--- src/rtl/prog_clk_div_pkg.sv ---
// Shared definitions for the programmable multi-channel clock divider.
// Holds the per-channel state encoding and the minimum legal ratio.
package prog_clk_div_pkg;

  // Per-channel run state. STOP_PEND keeps counting until the period ends so
  // that a disable never truncates a high phase.
  typedef enum logic [1:0] {
    ST_IDLE      = 2'd0,
    ST_RUN       = 2'd1,
    ST_STOP_PEND = 2'd2
  } ch_state_e;

  // Smallest ratio that still yields a clock (one high, one low cycle).
  localparam int unsigned MIN_DIV = 2;

endpackage : prog_clk_div_pkg

--- src/rtl/prog_clk_div_ch.sv ---
// One channel of the programmable clock divider.
// Runs a modulo-N counter and drives a registered divided clock that is high
// for the first floor(N/2) counts of each period. A new ratio/phase is held in
// a pending shadow and applied only at a period boundary (or immediately when
// the channel is idle), so the output never glitches on reconfiguration.
// Ports:
//   clk_i       reference clock, posedge
//   rst_ni      asynchronous active-low reset
//   en_i        run enable (level)
//   div_i       requested ratio N (clamped to >= 2 on capture)
//   phase_i     requested start count (clamped to <= N-1 on capture)
//   load_i      capture div_i/phase_i into the pending shadow
//   sync_i      realign a running channel to its phase
//   clk_o       divided clock
//   active_o    channel is in RUN or STOP_PEND
//   cfg_pend_o  captured configuration not yet applied
module prog_clk_div_ch
  import prog_clk_div_pkg::*;
#(
  parameter int unsigned DivWidth = 8,
  parameter int unsigned DefDiv   = 4
) (
  input  logic                clk_i,
  input  logic                rst_ni,
  input  logic                en_i,
  input  logic [DivWidth-1:0] div_i,
  input  logic [DivWidth-1:0] phase_i,
  input  logic                load_i,
  input  logic                sync_i,
  output logic                clk_o,
  output logic                active_o,
  output logic                cfg_pend_o
);

  localparam logic [DivWidth-1:0] MinDivW = DivWidth'(MIN_DIV);
  localparam logic [DivWidth-1:0] DefDivW = DivWidth'(DefDiv);
  localparam logic [DivWidth-1:0] OneW    = DivWidth'(1);

  function automatic logic [DivWidth-1:0] clamp_div(input logic [DivWidth-1:0] d);
    return (d < MinDivW) ? MinDivW : d;
  endfunction

  function automatic logic [DivWidth-1:0] clamp_phase(input logic [DivWidth-1:0] ph,
                                                      input logic [DivWidth-1:0] n);
    return (ph >= n) ? (n - OneW) : ph;
  endfunction

  ch_state_e           state_q, state_d;
  logic [DivWidth-1:0] cnt_q, cnt_d;
  logic [DivWidth-1:0] n_q, n_d;
  logic [DivWidth-1:0] ph_q, ph_d;
  logic [DivWidth-1:0] pend_n_q, pend_n_d;
  logic [DivWidth-1:0] pend_ph_q, pend_ph_d;
  logic                pend_q, pend_d;
  logic                clk_q, clk_d;

  logic                terminal;
  logic                high;
  logic                apply;
  logic [DivWidth-1:0] cap_n;

  assign terminal = (cnt_q == (n_q - OneW));
  assign high     = (cnt_q < (n_q >> 1));
  assign cap_n    = clamp_div(div_i);
  // Idle channels take pending config right away; running ones wait for the
  // end of the current period so the old ratio completes untouched.
  assign apply    = pend_q && ((state_q == ST_IDLE) || terminal);

  always_comb begin
    state_d   = state_q;
    cnt_d     = cnt_q;
    n_d       = n_q;
    ph_d      = ph_q;
    pend_n_d  = pend_n_q;
    pend_ph_d = pend_ph_q;
    pend_d    = pend_q;
    clk_d     = clk_q;

    if (apply) begin
      n_d    = pend_n_q;
      ph_d   = pend_ph_q;
      pend_d = 1'b0;
    end

    unique case (state_q)
      ST_IDLE: begin
        clk_d = 1'b0;
        if (en_i) begin
          state_d = ST_RUN;
          // Start phase comes from the applied config, never from pending.
          cnt_d   = ph_q;
        end
      end
      ST_RUN, ST_STOP_PEND: begin
        clk_d = high;
        cnt_d = terminal ? '0 : (cnt_q + OneW);
        // On an apply edge the realignment uses the newly applied phase.
        if (sync_i) cnt_d = apply ? pend_ph_q : ph_q;
        if (en_i) begin
          state_d = ST_RUN;
        end else if ((state_q == ST_STOP_PEND) && terminal) begin
          // Output is already low at the last count, so stopping here is clean.
          state_d = ST_IDLE;
        end else begin
          state_d = ST_STOP_PEND;
        end
      end
      default: begin
        state_d = ST_IDLE;
        clk_d   = 1'b0;
      end
    endcase

    // A capture on an apply edge lands after the old pending has been taken.
    if (load_i) begin
      pend_n_d  = cap_n;
      pend_ph_d = clamp_phase(phase_i, cap_n);
      pend_d    = 1'b1;
    end
  end

  always_ff @(posedge clk_i or negedge rst_ni) begin
    if (!rst_ni) begin
      state_q   <= ST_IDLE;
      cnt_q     <= '0;
      n_q       <= DefDivW;
      ph_q      <= '0;
      pend_n_q  <= DefDivW;
      pend_ph_q <= '0;
      pend_q    <= 1'b0;
      clk_q     <= 1'b0;
    end else begin
      state_q   <= state_d;
      cnt_q     <= cnt_d;
      n_q       <= n_d;
      ph_q      <= ph_d;
      pend_n_q  <= pend_n_d;
      pend_ph_q <= pend_ph_d;
      pend_q    <= pend_d;
      clk_q     <= clk_d;
    end
  end

  assign clk_o      = clk_q;
  assign active_o   = (state_q != ST_IDLE);
  assign cfg_pend_o = pend_q;

endmodule : prog_clk_div_ch

--- src/rtl/prog_clk_div.sv ---
// Multi-channel programmable integer clock divider.
// Unpacks the per-channel ratio/phase buses and broadcasts load/sync to
// NumCh independent divider channels.
// Ports:
//   i_clk_ref   reference clock
//   i_rst_n     asynchronous active-low reset
//   i_en        per-channel run enable
//   i_div       per-channel ratio, ch k at [k*DivWidth +: DivWidth]
//   i_phase     per-channel start count, same packing
//   i_load      capture i_div/i_phase of all channels into pending
//   i_sync      realign all running channels to their phase
//   o_clk       divided clocks
//   o_active    channel in RUN or STOP_PEND
//   o_cfg_pend  captured config not yet applied
module prog_clk_div
  import prog_clk_div_pkg::*;
#(
  parameter int unsigned NumCh    = 4,
  parameter int unsigned DivWidth = 8,
  parameter int unsigned DefDiv   = 4
) (
  input  logic                      i_clk_ref,
  input  logic                      i_rst_n,
  input  logic [NumCh-1:0]          i_en,
  input  logic [NumCh*DivWidth-1:0] i_div,
  input  logic [NumCh*DivWidth-1:0] i_phase,
  input  logic                      i_load,
  input  logic                      i_sync,
  output logic [NumCh-1:0]          o_clk,
  output logic [NumCh-1:0]          o_active,
  output logic [NumCh-1:0]          o_cfg_pend
);

  for (genvar k = 0; k < NumCh; k++) begin : g_ch
    prog_clk_div_ch #(
      .DivWidth (DivWidth),
      .DefDiv   (DefDiv)
    ) u_ch (
      .clk_i      (i_clk_ref),
      .rst_ni     (i_rst_n),
      .en_i       (i_en[k]),
      .div_i      (i_div[k*DivWidth +: DivWidth]),
      .phase_i    (i_phase[k*DivWidth +: DivWidth]),
      .load_i     (i_load),
      .sync_i     (i_sync),
      .clk_o      (o_clk[k]),
      .active_o   (o_active[k]),
      .cfg_pend_o (o_cfg_pend[k])
    );
  end

endmodule : prog_clk_div
--- config.mk ---
export PLATFORM = sky130hd
export DESIGN_NAME = prog_clk_div
export DESIGN_NICKNAME = d
export VERILOG_FILES = /design/src/rtl/prog_clk_div_pkg.sv /design/src/rtl/prog_clk_div_ch.sv /design/src/rtl/prog_clk_div.sv
export SDC_FILE = /design/constraint.sdc
export NUM_CORES = 1
export LEC_CHECK = 0
export CORE_MARGIN = 2
export CORE_UTILIZATION = 35
export CTS_CLUSTER_SIZE = 12
export DETAILED_ROUTE_END_ITERATION = 10
export GPL_ROUTABILITY_DRIVEN = 0
export GPL_TIMING_DRIVEN = 0
export PLACE_DENSITY = 0.62
export SYNTH_ARGS = -nofsm -noshare
export SYNTH_HDL_FRONTEND = slang
export SYNTH_SLANG_ARGS = --single-unit
--- constraint.sdc ---
create_clock -name i_clk_ref -period 2.6 [get_ports i_clk_ref]
set_input_delay 0.26 -clock i_clk_ref [delete_from_list [all_inputs] [get_ports i_clk_ref]]
set_output_delay 0.26 -clock i_clk_ref [all_outputs]
set_load 0.02 [all_outputs]
==> impl_metrics.yaml <==
run_status:
  status: "complete, but fails checks"
  violations: "negative setup slack"
global_route:
  grt_overflow: 0
  grt_pass1_wl_um: 49040
  grt_pass1_vias: 9503
  grt_antenna_before_repair: 0
  grt_use_total_pct: 17.97
  grt_start_max_net_pins: 108
die:
  rows: 66
  die_y_um: 184.4
  die_x_um: 184.4
  initial_core_util_pct: 35.27
  io_pins: 84
  core-area_um2: 32290
  die_area_um2: 34000
synth:
  ys_ff_latch: 176
  ys_warn_count: 0
  synth_nets: 1305
  synthFlopType: "dfrtp_1"
  yosys-mux-area-fraction_pct: 12.58
  synth-simple-area-share_pct: 12.01
  synth_top_area_share_pct: 36.91
  synth.most_common_cell: "dfrtp_1"
  synth-compound-area-share_pct: 16.68
  synthCells: 1153
  yosysSeqAreaShare_pct: 38.76
  synth.distinct_cells: 76
  synth_top_family_by_area: "compound AO/OA/AOI/OAI gates"
  synth-adder-area-share_pct: 8.788
  yosys-top-cells-area: "dfrtp_1 (37%), mux2_2 (11%), ha_1 (8.8%)"
  yosys.area.top_type: "dfrtp_1"
  async_flop_share_pct: 100.0
  postSynthAreaPerCell_um2: 9.878
  synth-xor-area-share_pct: 5.690
  synth_area_um2: 11390
  synthTopCellsByCount: "dfrtp_1 (168), mux2_2 (109), inv_1 (101)"
  synth_edf_count: 0
power_and_ir_drop:
  cellLeakagePower_nw: 6.734
  irDropWorstVdd_v: 0.0005248
  pwr_density_cell_nw_per_um2: 1155
  finalPower_mw: 17.45
setup_path:
  r2r_end: "g_ch[2].u_ch.ph_q[1]"
  ff2ff_path_depth: 9
  worstSetupStartpointType: "input pin"
  crit_arrival_ns: 3.29
  worst-setup-path-type: "input pin to flip-flop"
  required_ns: 2.91
  crit_fanout: 8
  reg2reg_slack_ns: -0.11
  r2r_start: "g_ch[2].u_ch.cnt_q[3]"
  cp-end-kind: "flip-flop"
routing:
  via_count: 9341
  ant_nets: 0
  drt_wl_total_um: 30240
  first_pass_iters: 5
  wire_per_inst_um: 16.69
  drtIter0Drc: 542
  vias_per_cell: 5.155
  drc: 0
cells_and_area:
  nFillCells: 2944
  antenna_cells: 0
  area_delta_synth_final_pct: 32.71
  final_cell_area_um2: 15120
  utilization_pct: 46.81
  fin_nets: 1509
  drive_gt1_share_pct: 30.44
clock_tree:
  clock-root-buffer: "clkbuf_16"
  clkSlewWorstSetupHoldPaths_ns: 0.07
  clk_path_buf_depth: 2
  tritoncts: "built"
  clock-sinks: 176
  cts_inserted_buffers: 17
  htree_levels: 4
  clock_latency_ns: 0.43
placement:
  dp_worst_setup_slack_ns: -1.371
  placed_cell_area_um2: 12940
  place_hpwl_um: 20270
  port_buffers: 82
timing:
  maxSlewViolCount: 0
  worstMarginPinSlew_ns: 1.157
  min_period_over_period_pct: 114.4
  rsz0062_at_grt: "yes"
  period_needed_ns: 2.975
  hold_violations: 0
  slew_headroom_pct: 22.26
  finalSetupViolCount: 44
  fmax_ghz: 0.3362
  layout_setup_ws_ns: -0.3747
  hold_ws_ns: 0.07299
  finClkSkew_ns: 0.01544
min_path:
  hp-start: "i_div[5]"
  hp-class: "input pin to flip-flop"
  hold_depth: 2
  min_to: "g_ch[0].u_ch.pend_n_q[5]"
run:
  cap_violations: 0
repair_timing:
item,CTS,global route
endpoints found under the setup margin,89,98
gates cloned,0,2
pin swaps,42,43
buffers inserted,86,25
hold buffers,1,0
endpoints found under the hold margin,67,0
resized for setup,164,106
cells by family (layout without fill, tap and decap cells):
| family | after synthesis | after routing |
|---|---|---|
| simple gates | 276 | 276 |
| xor+xnor | 74 | 74 |
| buf+inv | 151 | 368 |
| mux | 128 | 128 |
| compound gates | 268 | 268 |
| flops | 176 | 176 |
| fa+ha+maj | 80 | 80 |
per-layer routing:
| metal | vias to the layer above | global-route usage [%] | routed length [um] |
|---|---|---|---|
| li1 | 4524 | - | - |
| met1 | 4625 | 23.91 | 13880 |
| met2 | 152 | 30.20 | 15000 |
| met3 | 40 | 2.351 | 810 |
| met4 | 0 | 5.920 | 560 |
| met5 | - | 0 | 0 |
worst max path at each step:
stage / start / endpoint / slack (ns)
3_5_place_dp: i_div[10] / g_ch[1].u_ch.pend_ph_q[6] / -1.37
3_3_place_gp: i_rst_n / g_ch[1].u_ch.pend_n_q[3] / -6.26
5_1_grt: i_div[12] / g_ch[1].u_ch.pend_ph_q[3] / -0.44
6_report: i_div[12] / g_ch[1].u_ch.pend_ph_q[3] / -0.37
2_1_floorplan: i_div[12] / g_ch[1].u_ch.pend_ph_q[2] / -0.58
4_1_cts: i_div[19] / g_ch[2].u_ch.pend_ph_q[6] / -0.40
power breakdown:
| group | total (mW) | internal (mW) | switching [mW] |
|---|---|---|---|
| clock | 2.66 | 1.48 | 1.17 |
| combinational | 9.69 | 4.86 | 4.83 |
| sequential | 5.10 | 3.82 | 1.29 |
placed cells by master (no fill, tap or decap), types with 11 or more instances in the layout:
master / n
clkbuf_16: 18
nand2b_1: 12
dfrtp_1: 161
clkbuf_1: 20
buf_4: 88
mux2_4: 30
o21ai_0: 40
and3_1: 14
mux2i_1: 11
a21oi_1: 49
a31oi_1: 14
nor3_1: 15
o21ai_2: 12
nand3_1: 41
clkdlybuf4s50_1: 62
ha_1: 74
xor2_1: 25
a21o_1: 39
nand2_1: 48
nor2_1: 75
inv_1: 94
mux2_2: 82
buf_6: 34
xnor2_1: 46
final cells by class:
type	count	area [um^2]	share of cell area, %
Inverter	101	379.1	2.508
Buffer	48	309.0	2.045
Clock inverter	13	148.9	0.9850
Timing Repair Buffer	187	1765	11.68
Clock buffer	19	452.9	2.996
Multi-Input combinational cell	826	7084	46.87
Tap cell	442	553.0	3.659
Sequential cell	176	4423	29.26
metrics by stage:
stage	std cells	setup TNS (ns)
after floorplan	1153	-13.24
after global placement	1677	-1119.57
after detailed placement	1678	-42.97
after CTS	1796	-9.772
after global routing	1812	-12.69
final	1812	-8.663
critical path, cell delays in order:
cell	delay, ns
buf_8	0.09
or3_4	0.38
or3_4	0.36
o31ai_4	0.25
inv_1	0.10
ha_1	0.27
nand2b_1	0.13
a21o_1	0.18
a21oi_2	0.13
o21ai_1	0.08
o41a_1	0.34
buf_8	0.15
mux2_4	0.29
mux2_4	0.25
state kept, by name (all words and copies together) (netlist names):
name	flops
g_ch.u_ch.n_q	32
g_ch.u_ch.pend_n_q	32
g_ch.u_ch.ph_q	32
g_ch.u_ch.state_q	8
g_ch.u_ch.cfg_pend_o	4
g_ch.u_ch.cnt_q	32
g_ch.u_ch.clk_o	4
g_ch.u_ch.pend_ph_q	32
(Power assumes the default switching activity.)
